**src/rtl/serial_sub_pkg.sv**
```systemverilog
// serial_sub_pkg: shared state encodings for the bit-serial subtractor
package serial_sub_pkg;
    typedef enum logic [1:0] {
        S_IDLE = 2'd0,
        S_RUN  = 2'd1,
        S_DONE = 2'd2
    } state_t;
    localparam state_t S_DEFAULT = S_DONE;
endpackage

```
**src/rtl/full_sub_str.sv**
```systemverilog
// full_sub_str: gate-level full subtractor, d = x-y-bw with borrow out
module full_sub_str (
    output logic b_out,
    output logic d,
    input  logic x,
    input  logic y,
    input  logic bw
);
    logic nx, ny, nbw, t1, t2, t, nt, t3, t4, p1, p2, p3;
    not (nx, x);
    not (ny, y);
    not (nbw, bw);
    and (t1, x, ny);
    and (t2, nx, y);
    or  (t, t1, t2);
    not (nt, t);
    and (t3, t, nbw);
    and (t4, nt, bw);
    or  (d, t3, t4);
    and (p1, nx, y);
    and (p2, nx, bw);
    and (p3, y, bw);
    or  (b_out, p1, p2, p3);
endmodule

```
**src/rtl/serial_sub.sv**
```systemverilog
// serial_sub: LSB-first bit-serial subtractor diff = a - b - b_in with start/done handshake
module serial_sub
    import serial_sub_pkg::*;
#(
    parameter int WIDTH = 8
) (
    input  logic             clk,
    input  logic             rst,
    input  logic             start,
    input  logic [WIDTH-1:0] a,
    input  logic [WIDTH-1:0] b,
    input  logic             b_in,
    output logic             busy,
    output logic             done,
    output logic [WIDTH-1:0] diff,
    output logic             b_out,
    output logic             ovf
);
    localparam int CW = $clog2(WIDTH);
    localparam logic [CW-1:0] LAST = CW'(WIDTH - 1);
    state_t state;
    logic [WIDTH-1:0] a_sr, b_sr;
    logic [CW-1:0] count;
    logic borrow, d, bw_n;
    full_sub_str u_fs (.b_out(bw_n), .d(d), .x(a_sr[0]), .y(b_sr[0]), .bw(borrow));
    // b_sr doubles as the result register: each consumed subtrahend bit frees room for a diff bit at the MSB
    always_ff @(posedge clk) begin
        if (rst) begin
            state  <= S_IDLE;
            busy   <= 1'b0;
            done   <= 1'b0;
            diff   <= '0;
            b_out  <= 1'b0;
            ovf    <= 1'b0;
            count  <= '0;
            a_sr   <= '0;
            b_sr   <= '0;
            borrow <= 1'b0;
        end else begin
            done <= 1'b0;
            case (state)
                S_IDLE: if (start) begin
                    a_sr   <= a;
                    b_sr   <= b;
                    borrow <= b_in;
                    count  <= '0;
                    busy   <= 1'b1;
                    state  <= S_RUN;
                end
                S_RUN: begin
                    a_sr   <= a_sr >> 1;
                    b_sr   <= {d, b_sr[WIDTH-1:1]};
                    borrow <= bw_n;
                    count  <= (count == LAST) ? count : count + 1'b1;
                    if (count == LAST) begin
                        diff  <= {d, b_sr[WIDTH-1:1]};
                        b_out <= bw_n;
                        // on the last bit the cell inputs are exactly a[MSB] and b[MSB]
                        ovf   <= (a_sr[0] ^ b_sr[0]) & (d ^ a_sr[0]);
                        done  <= 1'b1;
                        state <= S_DONE;
                    end
                end
                default: begin
                    busy  <= 1'b0;
                    state <= S_IDLE;
                end
            endcase
        end
    end
endmodule
```
**config.mk**
```make
export PLATFORM = sky130hd
export DESIGN_NAME = serial_sub
export DESIGN_NICKNAME = d
export VERILOG_FILES = /design/src/rtl/serial_sub_pkg.sv /design/src/rtl/full_sub_str.sv /design/src/rtl/serial_sub.sv
export SDC_FILE = /design/constraint.sdc
export NUM_CORES = 1
export LEC_CHECK = 0
export BUFFER_PORTS_ARGS = -buffer_cell sky130_fd_sc_hd__buf_2
export CORE_UTILIZATION = 50
export CTS_CLUSTER_SIZE = 40
export DETAILED_ROUTE_END_ITERATION = 12
export MAX_ROUTING_LAYER = met4
export PLACE_DENSITY = 0.75
export SKIP_LAST_GASP = 1
export SLEW_MARGIN = 10
export SYNTH_ARGS = -nofsm -noshare
export SYNTH_HDL_FRONTEND = slang
export SYNTH_HIERARCHICAL = 1
export SYNTH_SLANG_ARGS = --single-unit
```
**constraint.sdc**
```tcl
create_clock -name clk -period 1.5 [get_ports clk]
set_input_delay 0.15 -clock clk [delete_from_list [all_inputs] [get_ports clk]]
set_output_delay 0.15 -clock clk [all_outputs]
set_load 0.02 [all_outputs]
```
## Word level (Yosys, flattened, before mapping)

Cells that the tools add are included.

- Flip-flop bits (word level): 34
- Input port bits: 20
- Output and inout port bits: 12
- Word-level logic and storage cells: 56

- Add/subtract/negate cells: 1
- Equality and inequality tests: 5
- Muxes and demuxes: 15
- Bitwise operators: 16
- Reductions and logical operators: 9

Operator list:

| kind | count |
|---|---|
| $pmux W8 S2 | 2 |
| $mux W8 | 2 |
| $reduce_and A2 Y1 | 4 |
| $and A1 B1 Y1 | 7 |
| $mux W3 | 2 |
| $ne A2 B2 Y1 const B | 3 |
| $pmux W3 S2 | 1 |
| $not A1 Y1 | 5 |
| $mux W2 | 2 |
| $pmux W1 S2 | 2 |
| $pmux W2 S2 | 1 |
| $add A3 B1 Y3 const B | 1 |
| $eq A3 B3 Y1 const B | 1 |
| $mux W1 | 3 |
| $reduce_and A3 Y1 | 1 |
| $reduce_or A3 Y1 | 1 |
| $eq A2 B1 Y1 const B | 1 |
| $logic_not A2 Y1 | 1 |
| $or A1 B1 Y1 | 2 |
| $reduce_bool A2 Y1 | 1 |
| $reduce_or A2 Y1 | 1 |
| $xor A1 B1 Y1 | 2 |

## Logic depth before layout (Yosys ltp)

Gate-level depths: netlist of run 1.

- Word-level depth: 8
- Depth in mapped cells: 6
- Gate-level depth less buffers: 6

## Modules after synthesis

The synthesis of run 1 kept the hierarchy.

Modules (own cells, without submodules):

| module | times used | cells each | area an instance (um^2) | seq. area each (um^2) |
|---|---|---|---|---|
| serial_sub | 1 | 137 | 1476.4 | 680.7 |
| full_sub_str | 1 | 3 | 27.5 | 0.0 |

## Worst setup path after synthesis of run 1

OpenSTA, ideal clock, no wires.

- Kind: reg-to-reg
- Start: reg a_sr[0]
- End: reg ovf
- Data arrival time: 1.275 ns
- Path slack: 0.101 ns
- Stages on the path, launching flop included: 7
- Buffers on the path: 0
- Clock period less this slack: 1.399 ns
- Cells stage by stage: dfxtp_1 inv_1 fa_1 inv_1 nor2_1 a221oi_1 nor3_1

- Cells in the longest elaborated chain, start to end: 8
- Elaborated cells on any way between the ends: 11
- Those cells by class: 11 x bitwise

Ends and longest elaborated chain:

| item | line | source |
|---|---|---|
| start, declared | serial_sub.sv:22 | `logic [WIDTH-1:0] a_sr, b_sr;` |
| start signal, assigned | serial_sub.sv:51 | `a_sr <= a_sr >> 1;` |
| $not A1 Y1 | full_sub_str.sv:10 | `not (nx, x);` |
| $and A1 B1 Y1 | full_sub_str.sv:14 | `and (t2, nx, y);` |
| $or A1 B1 Y1 (*) | full_sub_str.sv:15 | `or (t, t1, t2);` |
| $not A1 Y1 | full_sub_str.sv:16 | `not (nt, t);` |
| $and A1 B1 Y1 | full_sub_str.sv:18 | `and (t4, nt, bw);` |
| $or A1 B1 Y1 (*) | full_sub_str.sv:19 | `or (d, t3, t4);` |
| named net d | serial_sub.sv:24 | `logic borrow, d, bw_n;` |
| $xor A1 B1 Y1 (*) | serial_sub.sv:59 | `ovf <= (a_sr[0] ^ b_sr[0]) & (d ^ a_sr[0]);` |
| $and A1 B1 Y1 (*) | serial_sub.sv:59 |  |
| end signal, assigned | serial_sub.sv:59 |  |
| end, declared | serial_sub.sv:17 | `output logic ovf` |

Mark *: on every way through the listed nets, which the timed path passes. The rest lies on a longest branch.
A chain may end at the register's enable or synchronous reset.

## Worst setup path in the final report of run 1

Ends and elaborated chain as after synthesis.

==> impl_metrics.yaml, run 1 <==
status:
  status: "finished with violations"
  violations: "DRC"
worst_setup_path:
  critPathArrivalTime_ns: 1.72
  cp.required_ns: 1.72
  startpoint_type: "flip-flop"
  reg2reg_slack_ns: 0.006
  cp-end-kind: "flip-flop"
  path_max_fanout: 4
  worst-setup-path-type: "flip-flop to flip-flop"
  cp-startpoint: "a_sr[0]"
  reg2reg_from: "a_sr[0]"
  reg2reg_depth: 6
  r2r-end: "ovf"
timing:
  finClkSkew_ns: 0.00476
  finalMaxSlewViolations: 0
  rsz0062_at_grt: "yes"
  fmax_ghz: 0.669
  timing.final.hold_violations: 0
  postLayoutSetupSlackWorst_ns: 0.00554
  tightest_slew_ns: 0.362
  period_share_pct: 99.6
  max-slew-margin-rel_pct: 75.6
  holdWs_ns: 0.145
  setup_viol: 0
  fin_crit_ns: 1.49
hold_path:
  worstHoldEndpoint: "a_sr[7]"
  min-delay-start: "a[7]"
  hold_depth: 3
  min_path_type: "input port to flip-flop"
clock_tree:
  cts_root_buffer: "clkbuf_4"
  numCtsBuffers: 5
  cts_sinks: 34
  cts_hold_buf: 0
  cts_tree: "built"
  cts_setup_buffers: 0
  path_clk_slew_ns: 0.09
  cts.path.max_buffers: 2
  clk_latency_ns: 0.33
  cts_resized: 0
  cts_max_level: 2
global_routing:
  grt_pass1_vias: 1112
  grt.total_usage_pct: 18.8
  grt_max_degree: 18
  grt_pass1_wl_um: 4460
  grt_antenna_before_repair: 0
  overflow: 0
finish:
  final_layout_size_suffix_gt1_share_pct: 36.4
  n_antenna_cell: 0
  final_common_cell: "dfxtp_1"
  final_cell_mix: "dfxtp_1 (34), buf_2 (31), nor2_1 (30)"
  syn2layout_area_growth_pct: 16.1
  final_nets: 199
synthesis:
  syn_inst: 140
  synthTopCellsByArea: "dfxtp_1 (45%), mux2i_1 (17%), a211oi_2 (11%)"
  syn_area_um2: 1500
  ys_seq_elements: 34
  ys.warnings.count: 6
  synthDistinctLibCells: 25
  netlist.area_leader.share_pct: 45.3
  syn_area_per_cell_um2: 10.7
  yosysTopAreaCell: "dfxtp_1"
  synth_nets: 163
  ys_seq_area_share_pct: 45.3
die:
  core-area_um2: 2810
  start_util_pct: 53.6
  rows: 19
  dieArea_um2: 3230
  die_w_um: 56.8
  dieHeight_um: 56.8
  io_pins: 32
route:
  ant_nets: 0
  avgRoutedWirePerCell_um: 12.8
  vias: 1091
  routed_wl_um: 2640
  drtPass1Iterations: 8
  via_per_inst: 5.27
  drcViolationCount: 6
  drt_iter0_markers: 21
power_and_ir_drop:
  ir_worst_vdd_uv: 712
  powerDensity_nw_per_um2: 965
  p_int_w: 0.00125
  p_seq_share_pct: 58.2
  leakagePower_nw: 0.835
  pwr-share-clk_pct: 26.5
  p_comb_share_pct: 15.3
  switching_share_pct: 26.1
  p_switching_w: 0.000439
place:
  io_buffers: 31
  dp_hpwl_um: 1890
  place.gp.congestion: 0.730
  place_ws_ns: 0.0176
flow_run:
  drv_cap: 0
metrics by stage:
stage	setup TNS, ns	std cells	instance area [um2]	total power, W	util [%]
finish	0	207	1750	0.00169	62.3
global route	-0.0975	207	1750	0.00178	62.3
CTS	0	207	1730	0.00170	61.7
detailed placement	0	200	1690	0.00125	60.1
global placement	0	200	1690	0.00124	60.1
floorplan	0	140	1500	0.00119	-
cell type report:
cell class                      count  area, um2
Multi-Input combinational cell     92        736
Timing Repair Buffer               40        235
Sequential cell                    34        681
Fill cell                         247       1060
Clock buffer                        7       45.0
Inverter                            3       11.3
Tap cell                           31       38.8
state kept, by name (all words and copies together) (netlist names):
name and count:
busy 1, state 2, diff 8, done 1
count 3, b_sr 8, borrow 1, b_out 1
ovf 1, a_sr 8
cells in the mapped netlist (all sizes together):
library cell,instances
buf,9
mux2i,25
a221oi,1
inv,3
nor2,30
nand2,2
ha,2
nor4,1
a21oi,3
a211oi,16
and3b,1
nor2b,2
clkbuf,2
o21ba,1
mux2,1
nor3,2
nand3b,1
dfxtp,34
fa,1
a22o,2
a32oi,1
metal layers:
layer / GRT usage [%] / part of all wire, % / wire (um) / up-vias
met4: 8.36 / 1.6 / 42 / 0
met1: 19.9 / 48 / 1260 / 503
li1: - / - / - / 560
met3: 6.22 / 4.8 / 128 / 6
met2: 31.8 / 46 / 1210 / 22
met5: - / 0 / 0 / -
cell families after synthesis:
kind of cell	share of synthesized area, %
mux	17.4
buf+inv	6.90
compound gates	16.5
flops	45.3
fa+ha+maj	2.99
simple gates	11.0
how the worst max path moves through the flow:
stage | end | slack [ns] | cells after the start
floorplan | ovf | 0.10 | 6
global placement | ovf | 0.13 | 6
detailed placement | count[0] | 0.02 | 4
CTS | count[0] | 0.001 | 4
global route | ovf | -0.06 | 6
finish | ovf | 0.006 | 6
worst max-delay path, stage by stage (launching register included):
cell,delay (ns)
dfxtp_1,0.33
inv_1,0.05
fa_1,0.46
inv_1,0.15
nor2_1,0.08
a221oi_2,0.24
nor3_1,0.08
power by group through the flow:
stage / Sequential, W / Combinational [W] / Clock, W
floorplan: 0.000999 / 0.000196 / 0
global placement: 0.00100 / 0.000239 / 0
CTS: 0.000981 / 0.000253 / 0.000465
finish: 0.000981 / 0.000258 / 0.000447
detailed placement: 0.00100 / 0.000252 / 0
global route: 0.000988 / 0.000285 / 0.000503
Note: power is estimated with default switching activity, not from simulation.
==> run 2: changes to the inputs <==
--- a/config.mk
+++ b/config.mk
@@ -6,14 +6,14 @@
 export NUM_CORES = 1
 export LEC_CHECK = 0
 export BUFFER_PORTS_ARGS = -buffer_cell sky130_fd_sc_hd__buf_2
+export CORE_ASPECT_RATIO = 1.4
 export CORE_UTILIZATION = 50
 export CTS_CLUSTER_SIZE = 40
 export DETAILED_ROUTE_END_ITERATION = 12
 export MAX_ROUTING_LAYER = met4
-export PLACE_DENSITY = 0.75
+export PLACE_DENSITY = 0.78
 export SKIP_LAST_GASP = 1
 export SLEW_MARGIN = 10
 export SYNTH_ARGS = -nofsm -noshare
 export SYNTH_HDL_FRONTEND = slang
-export SYNTH_HIERARCHICAL = 1
 export SYNTH_SLANG_ARGS = --single-unit
==> impl_metrics.yaml, run 2 <==
finish:
  n_antenna_cell: 0
  reg.largest.list: "a_sr (8), b_sr (8), diff (8)"
  final_layout_size_suffix_gt1_share_pct: 29.9
  syn2layout_area_growth_pct: 22.5
  final_nets: 217
  nFillCells: 236
  final_cell_mix: "dfxtp_1 (31), buf_2 (31), nor2_1 (21), nand2_1 (21), a211oi_1 (17)"
timing:
  fmax_ghz: 0.669
  fin_crit_ns: 1.50
  fin_tns_setup_ns: 0
  timing.final.hold_violations: 0
  finClkSkew_ns: 0.0107
  tightest_slew_ns: 0.601
  max-slew-margin-rel_pct: 60.0
  finalMaxSlewViolations: 0
  setup_viol: 0
  postLayoutSetupSlackWorst_ns: 0.00443
  period_share_pct: 99.7
  rsz0062_at_grt: "yes"
worst_setup_path:
  cpPeakStageDelay_ns: 0.46
  cp-end-kind: "flip-flop"
  path_max_fanout: 2
  worst-setup-path-type: "flip-flop to flip-flop"
  critical_path.cell_chain: "inv_2, fa_1, xor2_1, or3_1, a21oi_1"
  path_buf_inv: 1
  critPathArrivalTime_ns: 1.78
  reg2reg_depth: 5
  path_delay_family: "adder cells"
  crit_cells: 5
  startpoint_type: "flip-flop"
  worst_path_max_delay_cell: "fa_1"
  cp.required_ns: 1.78
route:
  drtPass1Iterations: 4
  drcViolationCount: 0
  via_per_inst: 5.23
  avgRoutedWirePerCell_um: 12.3
  routed_wl_um: 2820
  vias: 1202
  drt_iter0_markers: 31
  ant_nets: 0
clock_tree:
  cts_sinks: 34
  path_clk_slew_ns: 0.10
  clk_latency_ns: 0.34
  cts_tree: "built"
  cts.path.max_buffers: 2
  cts_root_buffer: "clkbuf_4"
  numCtsBuffers: 5
  cts_max_level: 2
power_and_ir_drop:
  leakagePower_nw: 0.795
  ir_worst_vdd_uv: 795
  powerDensity_nw_per_um2: 1160
synthesis:
  yosysMostFrequentCell: "dfxtp_1"
  ys.warnings.count: 0
  syn_area_um2: 1470
  synthArstFlopShare_pct: 0
  synth_nets: 182
  synth_common_cells: "dfxtp_1 (34), nand2_1 (21), nor2_1 (21), a211oi_1 (17), mux2i_1 (15)"
  synthTopCellsByArea: "dfxtp_1 (46%), mux2i_1 (10%), a211oi_1 (8.7%)"
  synthDistinctLibCells: 26
  syn_area_per_cell_um2: 9.28
  ys_seq_area_share_pct: 46.4
  ys_seq_elements: 34
  syn_inst: 158
  synthFlopType: "dfxtp_1"
  netlist.area_leader.share_pct: 46.4
  synth-edff-count: 0
  yosysTopAreaCell: "dfxtp_1"
global_routing:
  grt_antenna_before_repair: 0
  grt.total_usage_pct: 22.8
  grt_pass1_wl_um: 4900
  overflow: 0
  grt_max_degree: 35
  grt_pass1_vias: 1146
die:
  start_util_pct: 54.4
  core-area_um2: 2700
  dieHeight_um: 66.1
  die_w_um: 47.8
  rows: 22
  io_pins: 32
  dieArea_um2: 3160
hold_path:
  hold_depth: 3
  min_path_type: "input port to flip-flop"
status:
  status: "complete, no violations"
place:
  place_ws_ns: -0.00939
  dp_hpwl_um: 1970
  io_buffers: 31
  place.gp.congestion: 0.765
flow_run:
  drv_cap: 0
[run 2: worst register-to-register path: cells and delay by family, from the launching register on]
kind | cells | cell delay (ns)
adder cells (fa/ha/maj) | 1 | 0.47
buffers and inverters | 1 | 0.05
XOR/XNOR | 1 | 0.15
AO/OA/AOI/OAI | 1 | 0.12
flip-flops | 1 | 0.36
AND/OR/NAND/NOR | 1 | 0.30
[run 2: layer usage]
layer,wire [um],up-vias,global-route usage [%]
li1,-,624,-
met2,1370,29,35.1
met5,0,-,-
met4,59,0,10.4
met3,119,6,7.38
met1,1280,543,26.0
[run 2: worst paths after layout]
check                from  endpoint  slack, ns
setup / recovery  a_sr[0]       ovf      0.004
hold / removal       a[6]   a_sr[6]       0.13
setup reg to reg  a_sr[0]       ovf      0.004
hold reg to reg   diff[4]   diff[4]       0.46
[run 2: power by group]
| part | total (W) | switching, W | internal (W) |
|---|---|---|---|
| clock | 0.000867 | 0.000303 | 0.000565 |
| combinational | 0.000238 | 0.000117 | 0.000121 |
| sequential | 0.000988 | 0.0000361 | 0.000952 |
[run 2: kinds of logic after synthesis]
group           after synthesis  share of synthesized area [%]
compound gates               35                           15.6
xor+xnor                      1                          0.597
fa+ha+maj                     4                           3.93
buf+inv                      15                           6.14
flops                        34                           46.4
mux                          15                           10.2
simple gates                 54                           17.1
[run 2: layout make-up]
type                       count  area (um2)  area share, %
multi-input combinational    109         706           39.3
inverter                       2        7.51          0.418
tap                           36        45.0           2.51
sequential                    34         684           38.1
clock buffer                   6        51.3           2.86
timing repair buffer          41         243           13.5
clock inverter                 2        60.1           3.34
[run 2: per-stage QoR]
step           util, %  power (W)  instances  hold WS, ns  instance area (um2)
6_report          66.6    0.00209        230        0.134                 1800
5_1_grt           66.6    0.00218        230        0.125                 1800
4_1_cts           65.9    0.00210        229        0.131                 1780
3_5_place_dp      61.7    0.00124        221        0.445                 1670
3_3_place_gp      61.7    0.00123        221        0.438                 1670
2_1_floorplan        -    0.00117        158        0.343                 1470
[run 2: timing repair]
item,4_1_cts,5_1_grt
hold buffers,0,0
hold endpoints to repair,0,0
setup endpoints to repair,1,12
gates resized for setup,0,5
setup buffers,0,1
pin swaps,1,0
